$ cat src/rtl/mem_stage_if.sv
// mem_stage_if: bundles the EX->MEM, SRAM read-data and MEM->WB/ID buses of the MEM stage.
// Ports: master drives stall, ex_to_mem_bus, ex_to_mem_hilo and data_sram_rdata, and reads the results;
//        slave (the stage) reads those inputs and drives mem_to_wb_bus, mem_to_id_bus, mem_to_wb_hilo and mem_to_id_hilo.
interface mem_stage_if #(
   parameter int EX_TO_MEM_WD = 80,
   parameter int MEM_TO_WB_WD = 70,
   parameter int STALL_WD     = 6
);
   logic [STALL_WD-1:0]     stall;
   logic [EX_TO_MEM_WD-1:0] ex_to_mem_bus;
   logic [65:0]             ex_to_mem_hilo;
   logic [31:0]             data_sram_rdata;
   logic [MEM_TO_WB_WD-1:0] mem_to_wb_bus;
   logic [37:0]             mem_to_id_bus;
   logic [65:0]             mem_to_wb_hilo;
   logic [65:0]             mem_to_id_hilo;

   modport master (
      output stall, ex_to_mem_bus, ex_to_mem_hilo, data_sram_rdata,
      input  mem_to_wb_bus, mem_to_id_bus, mem_to_wb_hilo, mem_to_id_hilo
   );

   modport slave (
      input  stall, ex_to_mem_bus, ex_to_mem_hilo, data_sram_rdata,
      output mem_to_wb_bus, mem_to_id_bus, mem_to_wb_hilo, mem_to_id_hilo
   );
endinterface

$ cat src/rtl/mem_stage.sv
// mem_stage: MEM pipeline stage of the 5-stage MIPS core; registers EX->MEM, aligns/extends SRAM load data.
// Latency: 1 cycle ex_to_mem_bus -> mem_to_wb_bus; ID forwarding copies are combinational off the same register.
// Backpressure: stall[3] holds the stage (stall[4]=1) or injects a bubble (stall[4]=0); load data is held across stalls.
// Ports: clk; rst (synchronous, active-high); mem_if (slave): stall, ex_to_mem_bus, ex_to_mem_hilo, data_sram_rdata in;
//        mem_to_wb_bus {pc,rf_we,rf_waddr,rf_wdata}, mem_to_id_bus {rf_we,rf_waddr,rf_wdata}, mem_to_wb_hilo, mem_to_id_hilo out.
module mem_stage #(
   parameter int EX_TO_MEM_WD = 80,
   parameter int MEM_TO_WB_WD = 70,
   parameter int STALL_WD     = 6
) (
   input  logic       clk,
   input  logic       rst,
   mem_stage_if.slave mem_if
);

   typedef struct packed {
      logic [31:0] pc;
      logic        ram_en;
      logic [3:0]  ram_wen;
      logic        sel_rf_res;
      logic        rf_we;
      logic [4:0]  rf_waddr;
      logic [31:0] ex_result;
      logic [3:0]  ram_read;
   } ex_mem_t;

   typedef struct packed {
      logic        hi_we;
      logic        lo_we;
      logic [31:0] hi;
      logic [31:0] lo;
   } hilo_t;

   typedef enum logic {
      IDLE = 1'b0,
      HOLD = 1'b1
   } hold_state_e;

   logic [STALL_WD-1:0]     stall_w;
   logic [EX_TO_MEM_WD-1:0] ex_bus_w;
   logic [MEM_TO_WB_WD-1:0] wb_bus_w;

   ex_mem_t     ex_in;
   hilo_t       hilo_in;
   ex_mem_t     bus_d,  bus_q;
   hilo_t       hilo_d, hilo_q;
   hold_state_e state_q;
   logic [31:0] rdata_h_q;

   logic        stall_mem;
   logic        stall_wb;
   logic        bubble;
   logic        load_in_mem;
   logic [31:0] rdata_eff;
   logic [1:0]  addr_lo;
   logic [7:0]  ld_byte;
   logic [15:0] ld_half;
   logic [31:0] load_data;
   logic [31:0] rf_wdata;

   assign stall_w  = mem_if.stall;
   assign ex_bus_w = mem_if.ex_to_mem_bus;
   assign ex_in    = ex_mem_t'(ex_bus_w);
   assign hilo_in  = hilo_t'(mem_if.ex_to_mem_hilo);

   assign stall_mem = stall_w[3];
   assign stall_wb  = stall_w[4];
   // MEM stopped while WB keeps going: WB must see a bubble, not a repeat.
   assign bubble    = stall_mem & ~stall_wb;

   // ---------------- pipeline register ----------------
   always_comb begin
      bus_d  = bus_q;
      hilo_d = hilo_q;
      if (bubble) begin
         bus_d  = '0;
         hilo_d = '0;
      end else if (!stall_mem) begin
         bus_d  = ex_in;
         hilo_d = hilo_in;
      end
   end

   always_ff @(posedge clk) begin
      if (rst) begin
         bus_q  <= '0;
         hilo_q <= '0;
      end else begin
         bus_q  <= bus_d;
         hilo_q <= hilo_d;
      end
   end

   // ---------------- read-data hold FSM ----------------
   // The SRAM only presents the word for one cycle after EX issued the address;
   // if the load sits stalled in MEM, that word is captured before it disappears.
   assign load_in_mem = bus_q.ram_en & bus_q.sel_rf_res;

   always_ff @(posedge clk) begin
      if (rst || bubble) begin
         state_q   <= IDLE;
         rdata_h_q <= '0;
      end else begin
         case (state_q)
            IDLE: begin
               if (stall_mem && load_in_mem) begin
                  state_q   <= HOLD;
                  rdata_h_q <= mem_if.data_sram_rdata;
               end
            end
            HOLD: begin
               if (!stall_mem) begin
                  state_q <= IDLE;
               end
            end
            default: state_q <= IDLE;
         endcase
      end
   end

   assign rdata_eff = (state_q == HOLD) ? rdata_h_q : mem_if.data_sram_rdata;

   // ---------------- load alignment ----------------
   assign addr_lo = bus_q.ex_result[1:0];

   always_comb begin
      case (addr_lo)
         2'd0:    ld_byte = rdata_eff[7:0];
         2'd1:    ld_byte = rdata_eff[15:8];
         2'd2:    ld_byte = rdata_eff[23:16];
         default: ld_byte = rdata_eff[31:24];
      endcase
      // Halfword select ignores addr_lo[0]; misaligned halfword loads are not trapped here.
      ld_half = addr_lo[1] ? rdata_eff[31:16] : rdata_eff[15:0];

      case (bus_q.ram_read)
         4'b1111: load_data = rdata_eff;
         4'b0001: load_data = {{24{ld_byte[7]}}, ld_byte};
         4'b0010: load_data = {24'h0, ld_byte};
         4'b0011: load_data = {{16{ld_half[15]}}, ld_half};
         4'b0100: load_data = {16'h0, ld_half};
         default: load_data = rdata_eff;
      endcase
   end

   assign rf_wdata = bus_q.sel_rf_res ? load_data : bus_q.ex_result;

   // ---------------- outputs ----------------
   assign wb_bus_w              = {bus_q.pc, bus_q.rf_we, bus_q.rf_waddr, rf_wdata};
   assign mem_if.mem_to_wb_bus  = wb_bus_w;
   assign mem_if.mem_to_id_bus  = wb_bus_w[37:0];
   assign mem_if.mem_to_wb_hilo = hilo_q;
   assign mem_if.mem_to_id_hilo = hilo_q;

endmodule

$ cat src/flat_wrapper.sv
// flat-port wrapper written by rule: the top's interface ports become plain ports
module mem_stage_flat 
#(
   parameter int EX_TO_MEM_WD = 80,
   parameter int MEM_TO_WB_WD = 70,
   parameter int STALL_WD     = 6
)
  (clk, rst, mem_if_stall, mem_if_ex_to_mem_bus, mem_if_ex_to_mem_hilo, mem_if_data_sram_rdata, mem_if_mem_to_wb_bus, mem_if_mem_to_id_bus, mem_if_mem_to_wb_hilo, mem_if_mem_to_id_hilo);
  mem_stage_if #(.EX_TO_MEM_WD(EX_TO_MEM_WD), .MEM_TO_WB_WD(MEM_TO_WB_WD), .STALL_WD(STALL_WD)) mem_if_i ();
  input  logic clk;
  input  logic rst;
  input wire logic [$bits(mem_if_i.stall)-1:0] mem_if_stall;
  input wire logic [$bits(mem_if_i.ex_to_mem_bus)-1:0] mem_if_ex_to_mem_bus;
  input wire logic [$bits(mem_if_i.ex_to_mem_hilo)-1:0] mem_if_ex_to_mem_hilo;
  input wire logic [$bits(mem_if_i.data_sram_rdata)-1:0] mem_if_data_sram_rdata;
  output wire logic [$bits(mem_if_i.mem_to_wb_bus)-1:0] mem_if_mem_to_wb_bus;
  output wire logic [$bits(mem_if_i.mem_to_id_bus)-1:0] mem_if_mem_to_id_bus;
  output wire logic [$bits(mem_if_i.mem_to_wb_hilo)-1:0] mem_if_mem_to_wb_hilo;
  output wire logic [$bits(mem_if_i.mem_to_id_hilo)-1:0] mem_if_mem_to_id_hilo;
  assign mem_if_i.stall = mem_if_stall;
  assign mem_if_i.ex_to_mem_bus = mem_if_ex_to_mem_bus;
  assign mem_if_i.ex_to_mem_hilo = mem_if_ex_to_mem_hilo;
  assign mem_if_i.data_sram_rdata = mem_if_data_sram_rdata;
  assign mem_if_mem_to_wb_bus = mem_if_i.mem_to_wb_bus;
  assign mem_if_mem_to_id_bus = mem_if_i.mem_to_id_bus;
  assign mem_if_mem_to_wb_hilo = mem_if_i.mem_to_wb_hilo;
  assign mem_if_mem_to_id_hilo = mem_if_i.mem_to_id_hilo;
  mem_stage #(.EX_TO_MEM_WD(EX_TO_MEM_WD), .MEM_TO_WB_WD(MEM_TO_WB_WD), .STALL_WD(STALL_WD)) u_core (.clk(clk), .rst(rst), .mem_if(mem_if_i));
endmodule
$ cat config.mk
export PLATFORM = sky130hd
export DESIGN_NAME = mem_stage_flat
export DESIGN_NICKNAME = d
export VERILOG_FILES = /design/src/rtl/mem_stage_if.sv /design/src/rtl/mem_stage.sv /design/src/flat_wrapper.sv
export SDC_FILE = /design/constraint.sdc
export NUM_CORES = 1
export LEC_CHECK = 0
export BUFFER_PORTS_ARGS = -buffer_cell sky130_fd_sc_hd__buf_2
export CAP_MARGIN = 5
export CORE_AREA = 3 3 166 168
export CTS_BUF_LIST = sky130_fd_sc_hd__clkbuf_4
export DETAILED_ROUTE_END_ITERATION = 8
export DIE_AREA = 0 0 169 171
export GPL_TIMING_DRIVEN = 0
export MAX_ROUTING_LAYER = met4
export PLACE_DENSITY = 0.72
export RECOVER_POWER = 50
export REMOVE_ABC_BUFFERS = 1
export SYNTH_ARGS = -nofsm -noshare
export SYNTH_HDL_FRONTEND = slang
export SYNTH_SLANG_ARGS = --single-unit
$ cat constraint.sdc
create_clock -name clk -period 6.9 [get_ports clk]
set_clock_uncertainty 0.2 [all_clocks]
set_input_delay 0.69 -clock clk [delete_from_list [all_inputs] [get_ports clk]]
set_output_delay 0.69 -clock clk [all_outputs]
set_load 0.05 [all_outputs]
==> Word level (Yosys, flattened, before mapping) <==
Index checks and enable logic that the tools add are counted.
{ "word_totals": {"ram_bits": 0, "latchBits": 0, "rom_bits": 0, "mem_count": 0, "wordCells": 36, "input_bits": 186, "reg_bits": 175, "output_inout_bits": 240} }
{ "classes": {"bitwise": 4, "shift": 0, "addsub": 0, "multipliers": 0, "eq_ne": 6, "div": 0, "mux": 8, "n_reduce_logical": 5, "n_lt_le_gt_ge": 0} }
{ "op_table": {"columns": ["op", "count"], "rows": [
  ["32-bit case mux with 4 select lines", 1],
  ["32-bit two-way mux", 2],
  ["8-bit case mux with 3 select lines", 1],
  ["16-bit two-way mux", 1],
  ["4-bit by 2-bit equality test with 1-bit output, second input constant", 2],
  ["4-bit by 1-bit equality test with 1-bit output, second input constant", 1],
  ["4-bit by 3-bit equality test with 1-bit output, second input constant", 1],
  ["1-bit AND", 2],
  ["2-bit by 1-bit equality test with 1-bit output, second input constant", 1],
  ["2-bit equality test, second input constant", 1],
  ["2-bit logical NOT", 1],
  ["1-bit two-way mux", 2],
  ["1-bit NOT", 2],
  ["1-bit case mux with 2 select lines", 1],
  ["2-bit AND reduction", 1],
  ["2-bit OR reduction", 1],
  ["1-bit logical AND", 1],
  ["1-bit logical OR", 1]
]} }

==> Depth between registers and ports, before layout <==
{ "depth": {"depth_word": 4, "ltp_mapped": 8, "mapped_depth_nobuf": 5} }

==> Least setup slack after synthesis <==
No wires, ideal clock.
{ "synth_timing": {"path_kind": "input -> output", "start": "input port mem_if_data_sram_rdata[31]", "end": "output port mem_if_mem_to_wb_bus[7]", "slack_ps": 2722, "cell_stages": 6, "arrival_ps": 3288, "path_cell_list": "mux2i_1 mux4_2 nor3_1 nor4_1 a311oi_1 buf_4"} }
{ "synth_via": {"elab_chain_cells": 4} }
{ "synth_rtl": {"columns": ["element", "line", "source"], "rows": [
  ["from (decl)", "flat_wrapper.sv:15", "input wire logic [$bits(mem_if_i.data_sram_rdata)-1:0] mem_if_data_sram_rdata;"],
  ["32-bit two-way mux", "mem_stage.sv:121", "assign rdata_eff = (state_q == HOLD) ? rdata_h_q : mem_if.data_sram_rdata;"],
  ["8-bit case mux with 3 select lines", "mem_stage.sv:127", "case (addr_lo)"],
  ["32-bit case mux with 4 select lines", "mem_stage.sv:136", "case (bus_q.ram_read)"],
  ["32-bit two-way mux", "mem_stage.sv:146", "assign rf_wdata = bus_q.sel_rf_res ? load_data : bus_q.ex_result;"],
  ["to (decl)", "flat_wrapper.sv:16", "output wire logic [$bits(mem_if_i.mem_to_wb_bus)-1:0] mem_if_mem_to_wb_bus;"]
]} }
No other way between the ends.

==> Worst setup path in the final report <==
{ "layout_timing": {"start": "register u_core.bus_q, in the netlist u_core.addr_lo[1]", "end": "output port mem_if_mem_to_id_bus[2]"} }
{ "layout_via": {"elab_chain_cells": 4, "elab_cells_between_ends": 7} }
{ "layout_rtl": {"columns": ["element", "line", "source"], "rows": [
  ["from (decl)", "mem_stage.sv:45", "ex_mem_t bus_d, bus_q;"],
  ["from (signal assigned)", "mem_stage.sv:89", "bus_q <= bus_d;"],
  ["2-bit equality test (tied with other cells)", "mem_stage.sv:127", null],
  ["8-bit case mux with 3 select lines", "mem_stage.sv:127", null],
  ["32-bit case mux with 4 select lines (*)", "mem_stage.sv:136", null],
  ["32-bit two-way mux (*)", "mem_stage.sv:146", null],
  ["to (decl)", "flat_wrapper.sv:17", "output wire logic [$bits(mem_if_i.mem_to_id_bus)-1:0] mem_if_mem_to_id_bus;"]
]} }
Every way passes the cells marked *; elsewhere a longest branch is shown, timed or not.

==> results_dict.tcl <==
set metrics [dict create \
    synthDistinctLibCells 41 \
    crit_chain "inv_1, nor2_1, a221oi_1, o221ai_1, o21ai_1, buf_2" \
    hp-class "in2reg" \
    cts.sinks 175 \
    die_area_um2 28900 \
    avgViaCountPerCell 4.80 \
    holdPathEnd "u_core.mem_if.mem_to_id_hilo[52]" \
    violations "max-capacitance violations, max-slew violations" \
    pwr-share-seq 0.454 \
    drv_cap 1 \
    final_cell_mix "buf_2, clkbuf_1, dfxtp_1, nor2_1, mux2i_1" \
    pwr-share-clk 0.277 \
    cp.arrival_ps 3750 \
    post-place-ws_ps 2840 \
    reg2reg_depth 6 \
    grt_max_degree 99 \
    cts.repair.resized 0 \
    r2r_start "u_core.bus_q[42]" \
    cts_tree "built" \
    drt_wl_total_um 28400 \
    cpLargestDelayFamily "flip-flops" \
    cts_root_buf "clkbuf_4" \
    synth_edf_count 0 \
    worstPathRequired_ps 6010 \
    ys_warn_count 0 \
    port_buffers 417 \
    die-width_um 169 \
    hold_start "mem_if_ex_to_mem_hilo[52]" \
    whs_path_depth 3 \
    fp.dieH_um 171 \
    vias 7576 \
    gp_congestion 0.813 \
    path_clk_slew_ps 170 \
    grt_pass1_vias 7197 \
    slew_viol_final 91 \
    slew_headroom -0.967 \
    dr.pass1.iters 5 \
    start_util 0.336 \
    dp.cells 1538 \
    rr_endpoint "u_core.rdata_h_q[24]" \
    postSynthAreaPerCell_um2 8.89 \
    synthArstFlopShare 0 \
    hold_violations 0 \
    fin_crit_ps 4640 \
    track_usage 0.191 \
    placed_cell_area_um2 10100 \
    p_leak_nw 4.50 \
    ioPinCount 426 \
    syn_area_um2 8770 \
    stdcell_area_um2 10200 \
    internal_power_w 0.00148 \
    cp_slowest_cell "dfxtp_1" \
    row_count 59 \
    routedWlPerCell_um 18.0 \
    synthFlopType "dfxtp_1" \
    post-route-period-util 0.672 \
    grt_first_pass_wirelength_um 41700 \
    setup_viol 0 \
    clk_latency_ps 560 \
    drc 0 \
    run_status "finished, violations left" \
    power_w 0.00241 \
    grt_overflow 0 \
    power_density_nw_per_um2 236 \
    p_sw_w 0.000932 \
    crit_buf_inv 2 \
    hpwl_um 21000 \
    cts_max_path_buffers 2 \
    clock.fmax_mhz 216 \
    fin_cells 1577 \
    final_common_cell "buf_2" \
    tightest_slew_ps 2950 \
    ant_nets 0 \
    postCtsSetupBuffers 0 \
    rsz0062_at_grt "no" \
    synthCells 986 \
    ir_worst_vdd_mv 0.118 \
    p_comb_frac 0.269 \
    reg2reg_slack_ps 4210 \
    drt_iter0_drc 499 \
    area_delta_synth_final_pct 16.4 \
    drive_gt1_frac 0.259 \
    core_um2 26100 \
    yosysSeqAreaShare 0.400 \
    slowest_delay_ps 1100 \
    worstPathMaxFanout 28 \
    fin_util 0.392 \
    nNetsFinal 1409 \
    cts-buffers-inserted 17 \
    start_kind "flip-flop" \
    grt_antenna_before_repair 7 \
    ctsHtreeMaxLevel 4 \
    layout_setup_ws_ps 2260 \
    switching_share 0.387 \
    end_kind "output pin" \
    ys_ff_latch 175 \
    ctsHoldBuffers 0 \
    critPathKind "reg2out" \
]
-- logic make-up (layout without fill, tap and decap cells) --
kind of cell	after synthesis	count (layout)	share of synthesized area
AND/OR/NAND/NOR	276	276	0.125
buffers and inverters	223	472	0.160
multiplexers	182	182	0.214
flip-flops	175	175	0.400
AO/OA/AOI/OAI	129	129	0.100
XOR/XNOR	1	1	0.000999
other	0	7	0
-- cells in the mapped netlist, drive strengths merged (2+ instances only) --
| cell | number | area share |
|---|---|---|
| nand3b | 2 | 0.0017 |
| a22oi | 6 | 0.0051 |
| mux4 | 2 | 0.0051 |
| nand2 | 85 | 0.036 |
| a211oi | 8 | 0.0069 |
| o221ai | 6 | 0.0060 |
| a21o | 3 | 0.0026 |
| dfxtp | 175 | 0.40 |
| clkbuf | 43 | 0.018 |
| o21ai | 28 | 0.016 |
| mux2 | 22 | 0.028 |
| a31oi | 11 | 0.015 |
| a21oi | 43 | 0.028 |
| mux2i | 158 | 0.18 |
| a221oi | 6 | 0.0060 |
| nor3 | 9 | 0.0051 |
| nor2 | 172 | 0.076 |
| inv | 15 | 0.0064 |
| o22ai | 7 | 0.0050 |
| o21a | 7 | 0.0060 |
| buf | 165 | 0.14 |
-- per-layer routing --
metal / up-vias / GRT usage / part of all wire
met5: - / - / 0
li1: 3667 / - / -
met3: 29 / 0.0506 / 0.078
met1: 3550 / 0.220 / 0.40
met4: 0 / 0.0649 / 0.021
met2: 330 / 0.324 / 0.50
-- flip-flops by register name, summed over array words and instances, names as in the netlist --
name,cells
u_core.rdata_h_q,32
u_core.bus_q,36
u_core.mem_if.mem_to_id_bus,6
u_core.mem_if.mem_to_wb_bus,32
u_core.state_q,1
u_core.mem_if.mem_to_id_hilo,66
u_core.addr_lo,2
-- through the flow --
stage / hold slack, ps / TNS (ps)
after CTS: 70.6 / 0
after global routing: 72.6 / 0
after global placement: 238 / -315310
after floorplan: 233 / 0
after detailed placement: 245 / 0
final: 135 / 0
-- power groups by stage --
| stage | Sequential (W) | Combinational (W) | Clock (W) |
|---|---|---|---|
| 4_1_cts | 0.00109 | 0.000664 | 0.000703 |
| 6_report | 0.00109 | 0.000648 | 0.000668 |
| 3_5_place_dp | 0.00111 | 0.000663 | 0 |
| 5_1_grt | 0.00110 | 0.000686 | 0.000736 |
| 3_3_place_gp | 0.00112 | 0.000665 | 0 |
| 2_1_floorplan | 0.00128 | 0.000274 | 0 |
-- worst reg2reg max path, delay by kind of cell (launching register included) --
family	cells	cell delay, ps
simple gates	2	920
buf+inv	3	700
flops	1	690
compound gates	1	120
-- how the worst max path moves through the flow --
| stage | endpoint | startpoint | slack, ps | cells past startpoint |
|---|---|---|---|---|
| 5_1_grt | mem_if_mem_to_wb_bus[2] | u_core.addr_lo[1] | 1910 | 6 |
| 2_1_floorplan | mem_if_mem_to_id_bus[7] | u_core.state_q | 1390 | 5 |
| 3_5_place_dp | mem_if_mem_to_id_bus[3] | u_core.addr_lo[1] | 2840 | 6 |
| 6_report | mem_if_mem_to_id_bus[2] | u_core.addr_lo[1] | 2260 | 6 |
| 4_1_cts | mem_if_mem_to_wb_bus[3] | u_core.addr_lo[1] | 2150 | 6 |
| 3_3_place_gp | u_core.mem_if.mem_to_id_hilo[59] | mem_if_stall[3] | -1870 | 3 |
-- layout make-up --
class | count | area, um^2
Antenna cell | 7 | 17.5
Clock buffer | 17 | 128
Clock inverter | 14 | 180
Fill cell | 2724 | 15900
Inverter | 15 | 56.3
Multi-Input combinational cell | 588 | 3860
Sequential cell | 175 | 3510
Tap cell | 335 | 419
Timing Repair Buffer | 426 | 2040
Power figures use the tool's default switching activity.
